`config.mk`:
```
export PLATFORM = sky130hd
export DESIGN_NAME = dpa_time_render
export DESIGN_NICKNAME = d
export VERILOG_FILES = /design/src/rtl/dpa_time_render.sv
export SDC_FILE = /design/constraint.sdc
export NUM_CORES = 1
export LEC_CHECK = 0
export CORE_UTILIZATION = 45
export CTS_BUF_LIST = sky130_fd_sc_hd__clkbuf_8 sky130_fd_sc_hd__clkbuf_16
export CTS_CLUSTER_DIAMETER = 120
export CTS_CLUSTER_SIZE = 25
export DETAILED_ROUTE_END_ITERATION = 8
export PLACE_DENSITY = 0.75
export RECOVER_POWER = 100
export SKIP_LAST_GASP = 1
export SYNTH_ARGS = -nofsm -noshare
export SYNTH_HDL_FRONTEND = slang
export SYNTH_SLANG_ARGS = --single-unit
```
`constraint.sdc`:
```
create_clock -name clk -period 3.7 [get_ports clk]
set_input_delay 0.37 -clock clk [delete_from_list [all_inputs] [get_ports clk]]
set_output_delay 0.37 -clock clk [all_outputs]
set_load 0.02 [all_outputs]
```
`src/rtl/dpa_time_render.sv`:
```
// dpa_time_render: real-time clock plus "HH:MM:SS" overlay renderer on the image-memory write port.
// Define TIME_RENDER_TRANSPARENT_EN to skip background pixels so the frame buffer shows through.
module dpa_time_render #(
    parameter int          CLK_PER_SEC = 1000000,
    parameter int          X0          = 8,
    parameter int          Y0          = 8,
    parameter logic [23:0] FG_RGB      = 24'hFFFFFF,
    parameter logic [23:0] BG_RGB      = 24'h000000
) (
    input  logic        clk,
    input  logic        reset_n,
    input  logic        init_time_en,
    input  logic [23:0] init_time,
    output logic [23:0] curr_time,
    output logic        sec_tick,
    input  logic        start,
    output logic        busy,
    output logic        done,
    input  logic [19:0] fb_addr,
    output logic        im_req,
    input  logic        im_gnt,
    output logic [19:0] im_a,
    output logic [23:0] im_d,
    output logic        im_wen_n,
    output logic [3:0]  font_code,
    output logic [2:0]  font_row,
    input  logic [7:0]  font_bits
);

    localparam int              CW      = (CLK_PER_SEC > 1) ? $clog2(CLK_PER_SEC) : 1;
    localparam logic [CW-1:0]   CNT_MAX = CW'(CLK_PER_SEC - 1);
    localparam logic [19:0]     ORIGIN  = 20'(Y0 * 256 + X0);

    typedef enum logic [1:0] {IDLE, SNAP, DRAW, FIN} state_t;

    state_t        state;
    logic [CW-1:0] cnt;
    logic [7:0]    hh, mm, ss;
    logic          ss_wrap, mm_wrap, hh_wrap;
    logic [23:0]   next_time;
    logic [23:0]   snap;
    logic [8:0]    cur;
    logic [2:0]    chr, row, col;
    logic [3:0]    glyph [8];
    logic          drawing, pixel_fg, advance;

    function automatic logic [3:0] tens(input logic [7:0] v);
        tens = 4'(v / 8'd10);
    endfunction

    function automatic logic [3:0] ones(input logic [7:0] v);
        ones = 4'(v % 8'd10);
    endfunction

    // >= rather than == so out-of-range loaded values roll back into range
    assign {hh, mm, ss} = curr_time;
    assign ss_wrap      = ss >= 8'd59;
    assign mm_wrap      = mm >= 8'd59;
    assign hh_wrap      = hh >= 8'd23;
    assign next_time    = {!(ss_wrap && mm_wrap) ? hh : hh_wrap ? 8'd0 : hh + 8'd1,
                           !ss_wrap ? mm : mm_wrap ? 8'd0 : mm + 8'd1,
                           ss_wrap ? 8'd0 : ss + 8'd1};

    always_ff @(posedge clk or negedge reset_n) begin
        if (!reset_n) begin
            cnt       <= '0;
            curr_time <= '0;
            sec_tick  <= 1'b0;
        end else if (init_time_en) begin
            cnt       <= '0;
            curr_time <= init_time;
            sec_tick  <= 1'b0;
        end else if (cnt == CNT_MAX) begin
            cnt       <= '0;
            curr_time <= next_time;
            sec_tick  <= 1'b1;
        end else begin
            cnt       <= cnt + 1'b1;
            sec_tick  <= 1'b0;
        end
    end

    assign {chr, row, col} = cur;
    assign glyph[0]  = tens(snap[23:16]);
    assign glyph[1]  = ones(snap[23:16]);
    assign glyph[2]  = 4'd10;
    assign glyph[3]  = tens(snap[15:8]);
    assign glyph[4]  = ones(snap[15:8]);
    assign glyph[5]  = 4'd10;
    assign glyph[6]  = tens(snap[7:0]);
    assign glyph[7]  = ones(snap[7:0]);
    assign font_code = glyph[chr];
    assign font_row  = row;

    assign drawing  = state == DRAW;
    assign pixel_fg = font_bits[~col];
`ifdef TIME_RENDER_TRANSPARENT_EN
    assign im_req   = drawing && pixel_fg;
    assign advance  = 1'b1;
`else
    assign im_req   = drawing;
    assign advance  = im_gnt;
`endif
    assign im_wen_n = !(im_req && im_gnt);
    assign im_a     = drawing ? fb_addr + ORIGIN + {9'd0, row, 8'd0} + {14'd0, chr, col} : '0;
    assign im_d     = drawing ? (pixel_fg ? FG_RGB : BG_RGB) : '0;

    always_ff @(posedge clk or negedge reset_n) begin
        if (!reset_n) begin
            state <= IDLE;
            busy  <= 1'b0;
            done  <= 1'b0;
            cur   <= '0;
            snap  <= '0;
        end else begin
            case (state)
                IDLE: if (start) begin
                    state <= SNAP;
                    busy  <= 1'b1;
                end
                SNAP: begin
                    snap  <= curr_time;
                    cur   <= '0;
                    state <= DRAW;
                end
                DRAW: if (advance) begin
                    cur <= cur + 9'd1;
                    if (&cur) begin
                        state <= FIN;
                        done  <= 1'b1;
                    end
                end
                FIN: begin
                    done  <= 1'b0;
                    busy  <= 1'b0;
                    state <= IDLE;
                end
                default: state <= IDLE;
            endcase
        end
    end

endmodule
```
======== Word-level counts from Yosys, hierarchy flattened ========
Index checks and enable logic that the tools add are counted.
W data, S select, Z words.
storage, ports and cells
  bits of input ports ..................... 57
  bits in registers ....................... 82
  output and inout port bits .............. 80
  word-level logic and storage cells ...... 85
cells by class
  $lt $le $gt $ge ......................... 5
  add/sub/neg operators ................... 8
  equality and inequality tests ........... 7
  muxes and demuxes ....................... 30
  bitwise operators ....................... 2
  divide/modulo/power cells ............... 6
  reduce and logical (&&, ||, !) cells .... 17
operators by type and width
  kind                      number
  $mux W24                  4
  $mux W20                  3
  $mux W8                   5
  $add A8 B1 Y8 const B     3
  $div A8 B4 Y8 const B     3
  $mod A8 B4 Y8 const B     3
  $add A20 B1 Y20 const B   1
  $add A20 B11 Y20          1
  $add A20 B12 Y20 const B  1
  $add A20 B6 Y20           1
  $eq A20 B20 Y1 const B    1
  $pmux W9 S2               1
  $ge A8 B6 Y1 const B      2
  $bmux W4 S3               1
  $reduce_bool A2 Y1        6
  $add A9 B1 Y9 const B     1
  $mux W9                   1
  $reduce_and A9 Y1         1
  $ge A8 B5 Y1 const B      1
  $mux W4                   2
  $pmux W2 S4               1
  $reduce_and A2 Y1         4
  $mux W1                   6
  $mux W2                   3
  14 further kinds          19

======== Longest topological paths before layout ========
Gate-level depths: netlist (run 1).
  depth after elaboration ................. 5
  depth in mapped cells ................... 12
  mapped depth without buffers ............ 12

======== Least setup slack after synthesis (run 1) ========
No wires, ideal clock.
  path type ............................... flip-flop to output port
  start point ............................. reg cur[1]
  end point ............................... out im_a[19]
  path buffers ............................ 0
  stages on the path, launching flop included .. 12
  setup slack ............................. 0.359 ns
  data arrival time ....................... 2.971 ns
  required time ........................... 3.330 ns
  path through ............................ dfrtp_1 > ha_1 > ha_1 > inv_1 > fa_1 > nor2b_1 > o21ai_0 > a21oi_1 > o21ai_1 > a21oi_1 > o21ai_1 > o311ai_0
between the ends
  cells in the longest elaborated chain, start to end .. 2
ends and longest elaborated chain
  element                 line  RTL
  from (decl)             42    logic [8:0] cur;
  from (signal assigned)  127   cur <= cur + 9'd1;
  $add A20 B6 Y20         105   assign im_a = drawing ? fb_addr + ORIGIN + {9'd0, row, 8'd0} + {14'd0, chr, col} : '0;
  $mux W20                105
  to (decl)               22    output logic [19:0] im_a,
No other way between the ends.

======== Worst setup path after layout (run 1) ========
  start point ............................. reg snap[5]
  end point ............................... out font_code[1]
between the ends
  cells in the longest elaborated chain, start to end .. 4
  elaborated cells on any way between the ends .. 5
  those cells by class .................... div (2); mux (3)
ends and longest elaborated chain
  element                                          line    RTL
  from (decl)                                      41      logic [23:0] snap;
  from (signal assigned)                           122     snap <= curr_time;
  $mod A8 B4 Y8 or $div A8 B4 Y8 (tied branches)   52, 48
  $bmux W4 S3 (*)                                  92      assign font_code = glyph[chr];
  $mux W4 (not written as such) (*) (2 in series)  92
  to (decl)                                        25      output logic [3:0] font_code,
Every way passes the cells marked *; elsewhere a longest branch is shown, timed or not. The select of a mux whose other input is x is not followed.

==> results summary, run 1 <==
The run finished, with violations left. The checks that failed: max-capacitance violations, max-slew violations. After synthesis, the netlist uses 79 different library cells. The number of search-and-repair iterations in the first detailed-routing pass is 5. The data arrival time of the critical path came out at 3.28 ns. The number of remaining DRC errors is 0. The via count of the first global-routing pass came out at 6160. After layout, the minimum clock period comes to 3.65 ns. The number of synthesis warnings is 0. The slack of the worst reg-to-reg path is 0.70 ns. In the synthesized netlist the async set-or-reset flop fraction comes to 100%. The number of nets handed over by synthesis was 949.

The top layer reached by signal wires is met4. The net count reported at finish is 1052. The first global-routing pass estimated 29900 um of wire. The worst clock skew is roughly 0.0038 ns. The clock root buffer is clkbuf_16. The total overflow reported by the global router is 0.

The largest net degree at the start of global routing is 55. Headroom to the max-slew limit came out at -97.1%. Wire segments on met3 add up to between 900 and 1000 um in the final route. The smallest setup slack after layout came out at 0.0512 ns.

The minimum hold slack is 0.494 ns. The placed instances occupy a cell area of 8430 um2. Port buffering added 136 buffers. The last weighted congestion value of the routability-driven placer came out at between 0.8 and 0.9. The number of routed nets with antenna violations is 0. The post-route netlist has 10.9% of its cells at a drive strength greater than 1. The required time at the endpoint of the critical path came out at 3.33 ns. The routed via count is 6832. The mean instance size in the synthesized netlist is 8.15 um2. Max-cap violations in this run came to 1. The number of DRC markers after the initial detailed-route iteration is between 500 and 600.

The die is 127 um tall. The most common flop cell mapped by yosys is dfrtp_1. The number of setup violations in the final report is 0. Summed over all nets, wire length on met2 after detailed routing comes to about 8000 um. The transition at the pin with the smallest max-transition slack is 2.96 ns. The routed via count divided by cell count came out at 5.90. The later pin in the worst-skew pair is clocked with a latency of 0.34 ns. The area added between synthesis and finish came out at 23.7%. By startpoint and endpoint, the worst setup path is classified as flop to output pin. The reported leakage power came out at 3.56 nW.

In this run the core area contains 45 standard-cell rows. The total instance count after detailed placement is 1141. For this run, the number of standard cells in the final layout without fillers is roughly 1200. The die outline width is 127 um. The final routed wire length divided by cell count is 15.2 um.

STA classifies the critical path startpoint as a flop. Clock-pin slew was measured on the worst setup and hold paths at 0.06 ns. The boundary pin count is 137. The standard cell core area is 15200 um2. The sequential element share of the synthesized area came out at between 20 and 30%.

Clock tree synthesis found a total of 82 sinks. The worst-case IR drop observed on VDD is 0.370 mV. The register bit count reported by yosys came out at 82. The initial antenna violation count came out at 0. The power per unit of standard cell area is 730 nW/um2. The worst slack at placement is -0.346 ns.

The synthesized design devotes to its leading area cell type between 20% and 30% of total area. The worst path uses between 90% and 100% of the clock period. The total CTS buffers is 9. The netlist area before placement is 7020 um2. The number of hold violations in the final report is 0. For this run, the top clock speed supported by timing is 274 MHz. The tightest min-delay check is of the flop to flop type. The level count of the clock H-tree came out at 3. The number of enable-type register cells in the synthesized netlist is 0. The number of buffers inserted to repair setup after CTS is 0. The routed wire length came out at ~18000 um.

The routed metal-1 wirelength came out at approximately 8400 um. Of all cell types, the one taking the most synthesized area is dfrtp_1. In this run, post-CTS hold repair placed 0 buffers.

Setup repair after global routing could not meet its margin everywhere. The number of antenna diodes in the final layout is 0. The max-slew violation total from the final report came to 55. After synthesis, the cell types taking the most area are dfrtp_1, ha_1, o21ai_0. Once detailed placement completed, the half-perimeter wirelength came to 12700 um. The worst setup path is captured at an output pin. The worst-path maximum fanout is 14. The power consumption is 0.00634 W.

The clock tree from TritonCTS is built. The cell count after synthesis came out at 862. The finished layout cell area came out at 8690 um2. The die footprint is 16100 um2.

The buffer levels on the longest clock path is 2. The starting density of the core is 46.2%. Global routing used 22.5% of the available tracks across all layers.
cell families after synthesis:
kind of cell | count (synthesis) | share of synthesized area, %
muxes | 27 | 4.60
buffers and inverters | 112 | 7.95
xor gates and xnor gates | 38 | 4.95
and+or+nand+nor | 330 | 24.6
DFF | 82 | 29.2
adders and majority gates | 33 | 5.92
AOI/OAI and AO/OA | 240 | 22.8
layout by cell type (no fill, tap or decap), types with 7 or more instances in the layout:
| cell | instances |
|---|---|
| nor3_1 | 22 |
| and3_1 | 11 |
| nand2_1 | 77 |
| clkdlybuf4s50_1 | 62 |
| a31oi_1 | 8 |
| clkbuf_1 | 10 |
| a22o_1 | 8 |
| nand3_1 | 33 |
| o21ai_0 | 64 |
| o311ai_0 | 7 |
| nor2_1 | 57 |
| mux2_2 | 18 |
| inv_1 | 29 |
| dlygate4sd3_1 | 60 |
| o21ai_1 | 7 |
| o2111ai_1 | 7 |
| nor4_1 | 7 |
| clkbuf_16 | 9 |
| a22oi_1 | 7 |
| nand2b_1 | 27 |
| ha_1 | 29 |
| dfrtp_2 | 9 |
| buf_4 | 25 |
| a21oi_1 | 58 |
| dfrtp_1 | 73 |
| and2_1 | 10 |
| o22ai_1 | 7 |
| xnor2_1 | 22 |
| clkbuf_2 | 7 |
| nor2b_1 | 20 |
| nor3b_1 | 10 |
| or3_1 | 16 |
| nand4_1 | 14 |
| xor2_1 | 14 |
flip-flops by register name (all words and copies together) (netlist names):
register and count:
busy 1, sec_tick 1, snap 24, done 1, state 2, curr_time 24
cur 9, cnt 20
synth_stat cells, types with 8 or more instances:
cell type / number
nor3b_1: 10
buf_2: 20
nor2_1: 57
ha_1: 29
and2_1: 11
nor2b_1: 21
mux2_2: 18
dfrtp_1: 82
nor3_1: 22
a22o_1: 8
nand4_1: 14
or3_1: 16
a31oi_1: 8
o21ai_0: 62
nand3_1: 33
xor2_1: 14
and3_1: 11
xnor2_1: 22
nand2_1: 77
nand2b_1: 27
a21oi_1: 58
buf_4: 28
clkbuf_1: 25
inv_1: 29
o21ai_1: 10
per-stage QoR:
step                      setup TNS [ns]  utilization [%]
after floorplan                        0                -
after global placement             -1.83             55.5
after detailed placement           -2.32             55.5
after CTS                              0             57.4
after global routing              -0.714             57.1
final                                  0             57.1
power breakdown:
group	internal, W	leakage, nW	total [W]	switching [W]
combinational	0.00174	2.37	0.00384	0.00210
sequential	0.00110	1.05	0.00158	0.000482
clock	0.000541	0.141	0.000916	0.000376
area by class of cell:
class                           count  area [um2]
Fill cell                        1424        6520
Sequential cell                    82        2060
Clock inverter                      6        66.3
Multi-Input combinational cell    669        4440
Tap cell                          188         235
Inverter                           34         128
Clock buffer                       10         239
Timing Repair Buffer              169        1520
worst max-delay path, cell delays in order (launching register included):
cell and delay, ns:
dfrtp_2 0.49, nor2b_1 0.35, nand3_1 0.14, a21oi_2 0.26, a211oi_2 0.09, or4_1 0.49
nand4_1 0.10, o221ai_1 0.13, o211ai_1 0.19, clkdlybuf4s50_1 0.67
routing by layer:
metal	vias to the layer above	track usage, %
met1	3230	31.8
met4	0	7.35
met2	241	35.6
met5	-	0
li1	3341	-
met3	20	2.78
path summary, 6_finish.rpt:
check,from,endpoint,depth (start not counted)
setup / recovery,snap[5],font_code[1],9
hold / removal,cnt[0],cnt[0],1
setup reg to reg,state[0],cur[5],9
hold reg to reg,cnt[0],cnt[0],1
max in group asynchronous,reset_n,snap[6],2
min in group asynchronous,reset_n,curr_time[15],1
what timing repair did:
item / in CTS / in global routing
gates cloned: 0 / 1
hold endpoints to repair: 0 / 0
resized for setup: 15 / 33
pin swaps: 0 / 3
setup endpoints to repair: 13 / 14
No activity file was read; power rests on OpenSTA's default activity.
==> run 2, diff against run 1 <==
- SKIP_LAST_GASP: 1 -> unset
==> run 2 against run 1 <==
  * The flow still finishes with violations (max-capacitance violations, max-slew violations)
  * Count of clock-buffer cells in the layout is the same
  * Power barely moved
  * Global-route usage unchanged
  * Largest cell class unchanged
==> results summary, run 2 (synthesis gave the netlist of run 1 again) <==
The worst clock skew was 0.00375 ns (-0.0000297 ns). The smallest setup slack after layout is 0.176 ns (+0.125 ns). The worst slack at placement is -0.346 ns (unchanged).

The die footprint came out at 16100 um2 (unchanged). The slack of the worst reg-to-reg path is 0.97 ns (+0.27 ns). The class of the most critical setup path is flop to output pin. The level count of the clock H-tree came out at 3 (unchanged). The final period utilization is 95.2% (-3.4 points).

The total instance count after detailed placement came to 1141 (unchanged). The worst IR drop on VDD is 0.371 mV (+0.12%). The number of diodes is 0 (unchanged). TritonCTS built the clock tree. The buffer levels on the longest clock path came to 2 (unchanged). The combinational fraction of design power came to 60.5% (about the same). The reported leakage power came to 3.58 nW (+0.54%). The total global-route track usage is 22.5% (unchanged). The starting density of the core is 46.2% (unchanged). The maximum cell stage delay along the critical path came out at 0.66 ns (about the same). The largest net degree at the start of global routing was 55 (unchanged).

The last weighted congestion value of the routability-driven placer came out at 0.897 (unchanged). The worst hold path belongs to the class flop to flop. The layout cell share with drive strength beyond 1 was 11.5% (+0.62 points). The total overflow reported by the global router is 0 (unchanged). The signal on the critical path passes through and2b_1 > o221ai_2 > a211oi_4 > maj3_2 > mux2_4 > o221ai_2 > a32oi_1 > clkdlybuf4s50_1. The routed via count divided by cell count came to 5.86 (-0.70%). In this design, the critical path's most frequently occurring cell is o221ai_2. The global-route wire length before repair was 29900 um (unchanged). The number of core rows came out at 45 (unchanged). The quantity of hold-fixing buffers added after cts came out at 0 (unchanged).

The total net switching power came out at 0.00296 W (-0.18%). The power share of the clock group was 14.5% (about the same). In the final layout, the registers with the most flip-flops are curr_time x24, snap x24, cnt x20. The first element of the critical path is snap[5]. The number of DRC markers after the initial detailed-route iteration came to 638 (+21%). The required time at the endpoint of the critical path came out at 3.33 ns (about the same). The number of buffer cells added on primary ports is 136 (unchanged). The number of buffers inserted to repair setup after CTS came to 0 (unchanged).

The final reports fail on max-capacitance violations, max-slew violations. The number of search-and-repair iterations in the first detailed-routing pass was 5 (unchanged). The die outline width is 127 um (unchanged). The power per unit of standard cell area came to 729 nW/um2 (-0.20%). The number of routed nets with antenna violations is 0 (unchanged). The routed wire length is 17500 um (-0.32%). The routed via count came out at 6784 (-0.70%). The startpoint of the worst register-to-register path is state[0]. The standard cell core area came out at 15200 um2 (unchanged). The data arrival time of the critical path came out at 3.15 ns (-0.13 ns).

The net switching share of the total power came out at 46.6% (-0.080 points). In this run the worst setup path terminates at font_code[0]. The total CTS buffers is 9 (unchanged). The clock input transition at the sequential cells of the worst setup and hold paths was 0.06 ns (about the same).

The aggregate negative setup slack came out at 0 ns (unchanged). The relative contribution of sequential cells to total power is 25.0% (about the same). The final standard cell count with taps included and fillers excluded is 1158 (unchanged). The via count of the first global-routing pass is 6160 (unchanged). The clock latency of the later-clocked register in the worst-skew pair is 0.34 ns (about the same). The net count reported at finish is 1052 (unchanged).

The max-slew violation total from the final report is 55 (unchanged). The die extent in y came out at 127 um (unchanged). The library cell used most frequently in the layout, excluding fill and tap cells, is nand2_1.

The reported max-cap violation count came to 1 (unchanged). The worst setup path is captured at an output pin. The worst slew margin relative to its limit came out at -100% (-2.9 points). The initial antenna violation count was 0 (unchanged).

The boundary pin count came out at 137 (unchanged). The timing-limited maximum frequency came out at 284 MHz (+3.5%). The number of sinks handled by clock tree synthesis is 82 (unchanged). The number of remaining DRC errors is 0 (unchanged). The worst-case reg-to-reg path depth is 9 (unchanged). The kind of cell with the highest combined delay along the critical path is compound AO/OA/AOI/OAI gates. The power consumption is 0.00634 W (about the same).

The transition at the pin with the smallest max-transition slack came out at 3.00 ns (+0.0437 ns). The shortest clock period the worst path allows after layout is 3.52 ns (-0.125 ns). The worst-path maximum fanout was 14 (unchanged). Setup repair after global routing could not meet its margin everywhere. The cell-internal power came out at 0.00339 W (+0.14%). The count of buffering cells on the critical path with inverters included is 1 (unchanged).

The cell sitting at the root of the clock tree is a clkbuf_16. The top cell types in the final layout, fill and taps aside, are nand2_1, dfrtp_1, o21ai_0. The final routed wire length divided by cell count is 15.1 um (-0.32%). The number of setup violations in the final report is 0 (unchanged). The slowest stage of the critical path belongs to the cell clkdlybuf4s50_1. From synthesis to final layout, the design area changed by 23.9%. The number of hold violations in the final report came to 0 (unchanged). The flow ran to the end, but the final reports show violations. The HPWL after detailed placement was 12700 um (unchanged). The kind of start point of the critical path is a flop. The capturing point of the worst reg2reg path is cur[5].

The path length in cells of the critical path came out at 8 (-1).
==> run 2: cell types whose count changed in the layout (fill, tap and decap cells not counted), moves of 2 or more <==
cell | previous run | this run
buf_2 | 2 | 0
buf_4 | 25 | 29
clkbuf_1 | 10 | 7
clkdlybuf4s50_1 | 62 | 59
dlygate4sd3_1 | 60 | 62
==> run 2: area by class of cell <==
| type | count | area, um2 |
|---|---|---|
| Clock buffer | 10 | 239 |
| Clock inverter | 6 | 66.3 |
| Fill cell | 1417 | 6500 |
| Inverter | 34 | 128 |
| Multi-Input combinational cell | 669 | 4440 |
| Sequential cell | 82 | 2060 |
| Tap cell | 188 | 235 |
| Timing Repair Buffer | 169 | 1530 |
==> run 2: what timing repair did <==
| action | CTS | global route |
|---|---|---|
| pin swaps | 0 | 3 |
| gates resized for setup | 15 | 36 |
| cloned | 0 | 1 |
| setup endpoints to repair | 13 | 14 |
==> run 2: worst min path at each step <==
stage / start / endpoint / slack [ns] / cells after the start
2_1_floorplan: reset_n / busy / 0.07 / 0
3_3_place_gp: reset_n / curr_time[15] / 0.47 / 1
3_5_place_dp: reset_n / curr_time[15] / 0.48 / 1
4_1_cts: reset_n / curr_time[15] / 0.10 / 1
5_1_grt: cnt[0] / cnt[0] / 0.52 / 1
6_report: cnt[0] / cnt[0] / 0.49 / 1
==> run 2: power groups by stage <==
stage | clock (W) | sequential, W | combinational (W)
after floorplan | 0 | 0.00133 | 0.00309
after global placement | 0 | 0.00157 | 0.00387
after detailed placement | 0 | 0.00158 | 0.00391
after CTS | 0.000938 | 0.00156 | 0.00389
after global routing | 0.000962 | 0.00165 | 0.00422
final | 0.000917 | 0.00158 | 0.00384
==> run 2: per-layer routing <==
metal | GRT usage (%) | part of all wire [%] | routed length (um) | vias up
met5 | 0 | 0 | 0 | -
met4 | 7.35 | 1.5 | 263 | 0
met3 | 2.78 | 5.1 | 893 | 18
met2 | 35.6 | 46 | 7970 | 218
met1 | 31.8 | 48 | 8390 | 3212
li1 | - | - | - | 3336
==> run 2: stage by stage <==
stage	cell area (um2)	hold slack, ns	util [%]
after floorplan	7020	0.0744	-
after detailed placement	8430	0.476	55.5
after global routing	8700	0.522	57.3
after CTS	8730	0.103	57.4
after global placement	8430	0.466	55.5
final	8700	0.493	57.3
==> run 2: worst register-to-register path, stage by stage, from the launching register on <==
cell and delay (ns):
dfrtp_1 0.41, inv_1 0.10, ha_1 0.59, clkbuf_1 0.44
buf_4 0.27, nand2_1 0.12, a21oi_1 0.28, nand3_1 0.15
xor2_1 0.18, nor2_1 0.06
